===== src/rtl/pipe_ctrl_unit.sv =====
// Pipelined control unit: decode, ID/EX-EX/MEM-MEM/WB control regs, load-use stall.
// Optional jal/jalr/lui decode enabled by PIPE_CTRL_JUMP_EN.
module pipe_ctrl_unit #(
  parameter int ALUOP_W = 2,
  parameter int REG_W   = 5,
  parameter int CNT_W   = 16
) (
  input  logic               clk,
  input  logic               reset,
  input  logic [6:0]         opcode_id,
  input  logic [REG_W-1:0]   rs1_id,
  input  logic [REG_W-1:0]   rs2_id,
  input  logic [REG_W-1:0]   rd_id,
  input  logic               flush,
  input  logic               hold,
  output logic               stall,
  output logic               illegal_id,
  output logic               ex_alusrc,
  output logic [ALUOP_W-1:0] ex_aluop,
  output logic [REG_W-1:0]   ex_rd,
  output logic               mem_memread,
  output logic               mem_memwrite,
  output logic               mem_branch,
  output logic               mem_jump,
  output logic [REG_W-1:0]   mem_rd,
  output logic               wb_regwrite,
  output logic               wb_memtoreg,
  output logic [REG_W-1:0]   wb_rd,
  output logic [CNT_W-1:0]   bubble_cnt
);

  typedef struct packed {
    logic               alusrc;
    logic               memtoreg;
    logic               regwrite;
    logic               memread;
    logic               memwrite;
    logic               branch;
    logic               jump;
    logic [ALUOP_W-1:0] aluop;
    logic [REG_W-1:0]   rd;
  } idex_t;

  typedef struct packed {
    logic             memtoreg;
    logic             regwrite;
    logic             memread;
    logic             memwrite;
    logic             branch;
    logic             jump;
    logic [REG_W-1:0] rd;
  } exmem_t;

  typedef struct packed {
    logic             memtoreg;
    logic             regwrite;
    logic [REG_W-1:0] rd;
  } memwb_t;

  idex_t      dec;
  idex_t      idex_q;
  exmem_t     exmem_q;
  memwb_t     memwb_q;
  logic       uses1;
  logic       uses2;
  logic       illegal;
  logic [CNT_W-1:0] cnt_q;

  logic op_r, op_lw, op_sw, op_beq, op_i, op_nop;
  assign op_r   = opcode_id == 7'b0110011;
  assign op_lw  = opcode_id == 7'b0000011;
  assign op_sw  = opcode_id == 7'b0100011;
  assign op_beq = opcode_id == 7'b1100011;
  assign op_i   = opcode_id == 7'b0010011;
  assign op_nop = opcode_id == 7'b0000000;
`ifdef PIPE_CTRL_JUMP_EN
  logic op_jal, op_jalr, op_lui;
  assign op_jal  = opcode_id == 7'b1101111;
  assign op_jalr = opcode_id == 7'b1100111;
  assign op_lui  = opcode_id == 7'b0110111;
`endif

  always_comb begin
    dec     = '0;
    uses1   = 1'b0;
    uses2   = 1'b0;
    illegal = 1'b0;
    unique case (1'b1)
      op_r: begin
        dec.regwrite = 1'b1;
        dec.aluop    = ALUOP_W'(2'b10);
        uses1        = 1'b1;
        uses2        = 1'b1;
      end
      op_lw: begin
        dec.alusrc   = 1'b1;
        dec.memtoreg = 1'b1;
        dec.regwrite = 1'b1;
        dec.memread  = 1'b1;
        uses1        = 1'b1;
      end
      op_sw: begin
        dec.alusrc   = 1'b1;
        dec.memwrite = 1'b1;
        uses1        = 1'b1;
        uses2        = 1'b1;
      end
      op_beq: begin
        dec.branch = 1'b1;
        dec.aluop  = ALUOP_W'(2'b01);
        uses1      = 1'b1;
        uses2      = 1'b1;
      end
      op_i: begin
        dec.alusrc   = 1'b1;
        dec.regwrite = 1'b1;
        dec.aluop    = ALUOP_W'(2'b10);
        uses1        = 1'b1;
      end
`ifdef PIPE_CTRL_JUMP_EN
      op_jal: begin
        dec.regwrite = 1'b1;
        dec.jump     = 1'b1;
      end
      op_jalr: begin
        dec.alusrc   = 1'b1;
        dec.regwrite = 1'b1;
        dec.jump     = 1'b1;
        uses1        = 1'b1;
      end
      op_lui: begin
        dec.alusrc   = 1'b1;
        dec.regwrite = 1'b1;
        dec.aluop    = ALUOP_W'(2'b11);
      end
`endif
      op_nop: ;
      default: illegal = 1'b1;
    endcase
    if (!illegal) dec.rd = rd_id;
  end

  // Only a load sitting in ID/EX can create a hazard the forwarding paths can't cover
  assign stall = idex_q.memread && (idex_q.rd != '0) &&
                 ((uses1 && rs1_id == idex_q.rd) ||
                  (uses2 && rs2_id == idex_q.rd)) &&
                 !flush && !hold;

  assign illegal_id = illegal && !reset;

  always_ff @(posedge clk or posedge reset) begin
    if (reset) begin
      idex_q  <= '0;
      exmem_q <= '0;
      memwb_q <= '0;
      cnt_q   <= '0;
    end else if (!hold) begin
      memwb_q.memtoreg <= exmem_q.memtoreg;
      memwb_q.regwrite <= exmem_q.regwrite;
      memwb_q.rd       <= exmem_q.rd;
      if (flush) begin
        idex_q  <= '0;
        exmem_q <= '0;
      end else begin
        exmem_q.memtoreg <= idex_q.memtoreg;
        exmem_q.regwrite <= idex_q.regwrite;
        exmem_q.memread  <= idex_q.memread;
        exmem_q.memwrite <= idex_q.memwrite;
        exmem_q.branch   <= idex_q.branch;
        exmem_q.jump     <= idex_q.jump;
        exmem_q.rd       <= idex_q.rd;
        idex_q           <= stall ? '0 : dec;
      end
      if ((flush || stall) && cnt_q != '1)
        cnt_q <= cnt_q + CNT_W'(1);
    end
  end

  assign ex_alusrc    = idex_q.alusrc;
  assign ex_aluop     = idex_q.aluop;
  assign ex_rd        = idex_q.rd;
  assign mem_memread  = exmem_q.memread;
  assign mem_memwrite = exmem_q.memwrite;
  assign mem_branch   = exmem_q.branch;
  assign mem_jump     = exmem_q.jump;
  assign mem_rd       = exmem_q.rd;
  assign wb_regwrite  = memwb_q.regwrite;
  assign wb_memtoreg  = memwb_q.memtoreg;
  assign wb_rd        = memwb_q.rd;
  assign bubble_cnt   = cnt_q;

endmodule


===== config.mk =====
export PLATFORM = sky130hd
export DESIGN_NAME = pipe_ctrl_unit
export DESIGN_NICKNAME = d
export VERILOG_FILES = /design/src/rtl/pipe_ctrl_unit.sv
export SDC_FILE = /design/constraint.sdc
export NUM_CORES = 1
export LEC_CHECK = 0
export ABC_AREA = 1
export CORE_MARGIN = 10
export CORE_UTILIZATION = 48
export DETAILED_ROUTE_END_ITERATION = 12
export GPL_TIMING_DRIVEN = 0
export PLACE_DENSITY = 0.8
export SLEW_MARGIN = 20
export SYNTH_ARGS = -nofsm -noshare
export SYNTH_HDL_FRONTEND = slang
export SYNTH_SLANG_ARGS = --single-unit

===== constraint.sdc =====
create_clock -name clk -period 1.7 [get_ports clk]
set_input_delay 0.34 -clock clk [delete_from_list [all_inputs] [get_ports clk]]
set_output_delay 0.34 -clock clk [all_outputs]
set_load 0.01 [all_outputs]

# Yosys cells after proc, flatten, opt, wreduce, memory -nomap -nowiden
# Index checks and enable logic that the tools add are counted.
totals:
  ff_bits: 48
  elab_cells: 65
op_classes:
  addsub: 1
  n_eq_ne: 8
  n_mux: 13
  bitwise: 1
  n_reduce_logical: 22
ops:
  columns: ["op", "count"]
  rows:
  - ["14-bit 2-to-1 mux", 2]
  - ["16-bit by 1-bit adder with 16-bit output, second input constant", 1]
  - ["16-bit != test, second input constant", 1]
  - ["7-bit by 6-bit equality test with 1-bit output, second input constant", 2]
  - ["11-bit 2-to-1 mux", 1]
  - ["5-bit equality test", 2]
  - ["3-bit OR reduction", 3]
  - ["1-bit logical AND", 8]
  - ["1-bit 2-to-1 mux", 8]
  - ["7-bit by 2-bit equality test with 1-bit output, second input constant", 1]
  - ["7-bit by 5-bit equality test with 1-bit output, second input constant", 1]
  - ["7-bit equality test, second input constant", 1]
  - ["7-bit logical NOT", 1]
  - ["6-bit OR reduction", 1]
  - ["5-bit 2-to-1 mux", 1]
  - ["5-bit nonzero test", 1]
  - ["5-bit OR reduction", 1]
  - ["2-bit case mux with 2 select lines", 1]
  - ["1-bit logical NOT", 3]
  - ["1-bit logical OR", 2]
  - ["2-bit AND reduction", 1]
  - ["2-bit OR reduction", 1]
  - ["1-bit inverter", 1]

# Depth between registers and ports, before layout
logic_depth:
  depth_word: 11
  ltp_mapped: 12
  mapped_depth_nobuf: 11

# Worst setup path after synthesis
# Ideal clock, no wire load.
synth_timing:
  path_kind: "register -> register"
  from: "register cnt_q[0] (netlist: bubble_cnt[0])"
  to: "register cnt_q[7] (netlist: bubble_cnt[7])"
  setup_ns: 0.117
  arrival_ns: 1.530
  path_slack_ns: 0.053
  stages_incl_launch_ff: 10
  period_less_slack_ns: 1.647
  cell_sequence: "dfrtp_1 > ha_1 > nand3_2 > nor2_4 > nand2_2 > nor2_4 > a21oi_4 > buf_2 > nand3_1 > nand2_1"
synth_between:
  elab_chain_len: 3
  word_cells_on_any_way: 4
  cone_classes: "add/sub: 1; eq/ne: 1; reduce/logical: 2"
synth_rtl:
  columns: ["item", "line", "source"]
  rows:
  - ["start, declared", "67", "logic [CNT_W-1:0] cnt_q;"]
  - ["start signal, assigned", "175", "cnt_q <= cnt_q + CNT_W'(1);"]
  - ["branches (longest 3 deep; another with 16-bit by 1-bit adder with 16-bit output)", null, null]
# Parallel ways; which one is timed is not known.
# A chain may end at the register's enable or synchronous reset.

# Worst setup path in the final report
layout_timing:
  from: "input rs2_id[2]"
  to: "output stall"
layout_between:
  elab_chain_len: 6
layout_rtl:
  columns: ["item", "line", "source"]
  rows:
  - ["start, declared", "12", "input logic [REG_W-1:0] rs2_id,"]
  - ["5-bit equality test", "146", "(uses2 && rs2_id == idex_q.rd)) &&"]
  - ["1-bit logical AND", "146", null]
  - ["1-bit logical OR", "145", "((uses1 && rs1_id == idex_q.rd) ||"]
  - ["1-bit logical AND", "144", "assign stall = idex_q.memread && (idex_q.rd != '0) &&"]
  - ["1-bit logical AND", "146", null]
  - ["1-bit logical AND", "147", "!flush && !hold;"]
  - ["end, declared", "16", "output logic stall,"]
# Every way passes these cells.

==> summary.txt <==
Logic synthesis
  – Largest family of logic cells by synthesized area: simple AND/OR/NAND/NOR gates
  – Compound-Gate Fraction of Synth Area: 0.05373
  – Area share of the largest cell type after synthesis: 0.4359
  – Post-synthesis cell count: 317
  – FF+latch count, synth: 43
  – Seq/Total Area, Yosys: 0.4359
  – Post-synth EDFFs: 0
  – Synthesized netlist net count: 344
  – Top post-synthesis cells by area: dfrtp_1 44%, nand2_1 16%, nand3_1 5.7%
  – Ys async rst share: 1.000
  – Mapped Avg Cell Area: 7.787 sq um
  – Adder-Cell Fraction of Synth Area: 0.005068
  – Yosys top cell by area: dfrtp_1
  – Synth Area in XOR/XNOR: 0.04612
  – Syn Std Cell Area: 2469 sq um
  – YS warnings: 0
  – Simple logic cell fraction of the synthesized area: 0.3305
  – Post-synth top cells: 106 x nand2_1, 43 x dfrtp_1, 30 x inv_1
  – Top-count cell post-synth: nand2_1
  – Multiplexer area fraction after synthesis: 0
  – Yosys cell types: 30
  – Synth Flop Type: dfrtp_1

Final layout
  – Fillers: 372
  – Share of cells above drive strength 1: 0.2344
  – # diodes: 0
  – Area growth from synthesis to layout: 45.77%
  – Final nets: 444

Clocking
  – CTS tree: built
  – H-Tree Depth: 2
  – Reg clk slew, reported paths: 0.09 ns
  – Clock Path Buffers: 2
  – Clk root buf: clkbuf_8
  – Inserted Clock Buffers: 5
  – CTS Hold Buffers Added: 0
  – Clock tree sinks: 43
  – Clock latency on the worst-skew pair: 0.30 ns

Die
  – Die Y: 91.72 um
  – Area of the core: 5042 sq um
  – Initial cell density of the core: 0.4896
  – Overall die width: 91.72 um
  – Top Ports: 68
  – Cell Rows: 26
  – Die area: 8412 sq um

Min path
  – WHS Path Cells: 2
  – WHS Endpoint: wb_rd[4]
  – Tightest Hold Check Type: input port to flop
  – HP Start: hold

Placement
  – Gpl congestion: 0.9067
  – Count of input and output buffers: 65
  – Dpl hpwl: 4.827 mm

STA
  – Tightest Pin Transition: 0.5044 ns
  – Max Clock Freq: 0.5690 GHz
  – Final WS setup: -0.05761 ns
  – Min Tclk post-route: 1.758 ns
  – Finish-stage setup viols: 14
  – Max-slew violation count: 0
  – Final TNS setup: -0.2101 ns
  – Unrepaired setup endpoints after global routing: yes
  – Slew margin rel.: 0.6611
  – Clock Skew: 0.005176 ns
  – Count of final hold-check violations: 0
  – Period utilization: 1.034

GRT
  – Number of global-route vias before repair: 2404
  – GRT met1 Usage: 0.1842
  – Pin count of the biggest net entering global routing: 27
  – First-pass GRT wire length: 11.05 mm
  – Met2 Use GR: 0.2666
  – Gr usage total: 0.1579
  – GRT Residual Overflow: 0
  – Antenna violations before repair: 0
  – Grt met3 use: 0.05542
  – GR peak layer: met2

Drt
  – DRT Pass-1 Iters: 4
  – Vias/cell: 4.932
  – DRC Markers: 0
  – Post-route ant nets: 0
  – DR WL/cell: 14.22 um
  – Routed WL: 6.939 mm
  – Starting DRT DRC Count: 150
  – Vias: 2407

Power
  – Worst IR drop on VDD: 0.0003746 V
  – P_leak: 0.001869 uW
  – Final Power: 2327 uW
  – Pwr dens: 646.7 nW/um^2

Setup path
  – Cells along the critical path: clkdlybuf4s50_1 > inv_1 > nand2_1 > nand2_1 > nor2_1 > nand3_1 > nand2_2 > nand2_4 > inv_2 > buf_6
  – Reg2reg start: ex_rd[2]
  – Most used cell, CP: nand2_1
  – RR Endpoint: bubble_cnt[15]
  – WP data required: 1.36 ns
  – Cell family with most CP delay: buffers and inverters
  – Crit path kind: input port to output pin
  – R2R cell count: 11
  – Critical Path AT: 1.42 ns
  – CP Launch Type: input port
  – Crit path buffers/inverters: 4
  – Endpoint class of the critical path: output pin
  – R2R setup slack: -0.03 ns
  – Worst-path maximum fanout: 2
  – Max incr delay on CP: 0.49 ns
  – Slowest cell on the critical path: clkdlybuf4s50_1

Job
  – Max-cap violations: 0

Status
  – Status: finished with violations
  – Violated checks: negative setup slack
-- per-layer routing --
metal | share of wire | vias to the layer above
met5 | 0 | -
met4 | 0.014 | 0
met3 | 0.075 | 11
met2 | 0.48 | 89
met1 | 0.43 | 1114
li1 | - | 1193
-- timing repair --
item | 4_1_cts | 5_1_grt
resized for setup | 33 | 21
hold endpoints to repair | 0 | 0
pin swaps | 12 | 11
endpoints found under the setup margin | 19 | 26
setup buffers | 20 | 7
-- final cells by class --
class	count	area, sq um	share of cell area
clock buffer	5	68.82	0.01912
sequential	43	1086	0.3018
timing repair buffer	93	890.9	0.2476
tap	70	87.58	0.02434
buffer	22	172.7	0.04798
multi-input combinational	215	1125	0.3126
inverter	37	143.9	0.03999
clock inverter	3	23.77	0.006606
-- worst max-delay path by stage --
stage	to	slack (ns)	start	depth (start not counted)
CTS	stall	-0.08	opcode_id[2]	9
detailed placement	illegal_id	-0.74	opcode_id[6]	6
global route	stall	-0.17	ex_rd[1]	9
floorplan	bubble_cnt[7]	0.05	bubble_cnt[0]	9
global placement	illegal_id	-0.73	opcode_id[6]	6
finish	stall	-0.06	rs2_id[2]	10
-- through the flow --
stage          worst slack (ns)  utilization  hold WS (ns)  area [sq um]  cells
4_1_cts                -0.08149       0.6948        0.2966          3503    481
2_1_floorplan           0.05329            -        0.4422          2469    317
6_report               -0.05761       0.7136        0.2969          3598    488
3_3_place_gp            -0.7259       0.6360        0.4630          3207    452
5_1_grt                 -0.1654       0.7136        0.3034          3598    488
3_5_place_dp            -0.7439       0.6400        0.4631          3227    453
-- registers in the layout (all words and copies together), names as in the netlist --
signal        cells
wb_regwrite       1
ex_alusrc         1
mem_rd            5
ex_aluop          1
mem_memwrite      1
ex_rd             5
mem_branch        1
exmem_q           2
wb_memtoreg       1
wb_rd             5
idex_q            4
bubble_cnt       16
-- cell families (layout without fill, tap and decap cells) --
kind of cell | after synthesis | count (layout)
adder cells (fa/ha/maj) | 1 | 1
buffers and inverters | 59 | 160
flip-flops | 43 | 43
XOR/XNOR | 13 | 13
other | 1 | 1
AND/OR/NAND/NOR | 179 | 179
AO/OA/AOI/OAI | 21 | 21
-- where the power goes --
group / switching, uW / internal (uW) / leakage (uW)
registers: 66.2 / 1070 / 0.000583
clock network: 385 / 294 / 0.0000408
logic: 238 / 270 / 0.00125
total: 690 / 1640 / 0.00187
-- layout by cell type (no fill, tap or decap), types with 2 or more instances in the layout --
cell type | netlist | final
inv_2 | 6 | 8
nand2_2 | 1 | 4
nor3_1 | 8 | 6
nand2_1 | 106 | 103
dlymetal6s2s_1 | 0 | 9
clkbuf_8 | 0 | 5
xnor2_1 | 6 | 6
dlygate4sd2_1 | 0 | 10
nand2_4 | 4 | 4
clkbuf_1 | 4 | 4
o21ai_0 | 9 | 9
buf_4 | 13 | 41
nand3_1 | 28 | 26
clkinvlp_4 | 0 | 2
buf_6 | 2 | 4
inv_1 | 30 | 28
buf_12 | 0 | 2
clkdlybuf4s50_1 | 0 | 42
nand4_1 | 9 | 9
nor2_4 | 3 | 4
buf_8 | 2 | 2
xor2_1 | 7 | 7
nor2_1 | 15 | 13
dfrtp_2 | 0 | 8
o22ai_1 | 8 | 8
nand3_2 | 2 | 4
dfrtp_1 | 43 | 35
nor2_2 | 2 | 3
(Power assumes the default switching activity.)
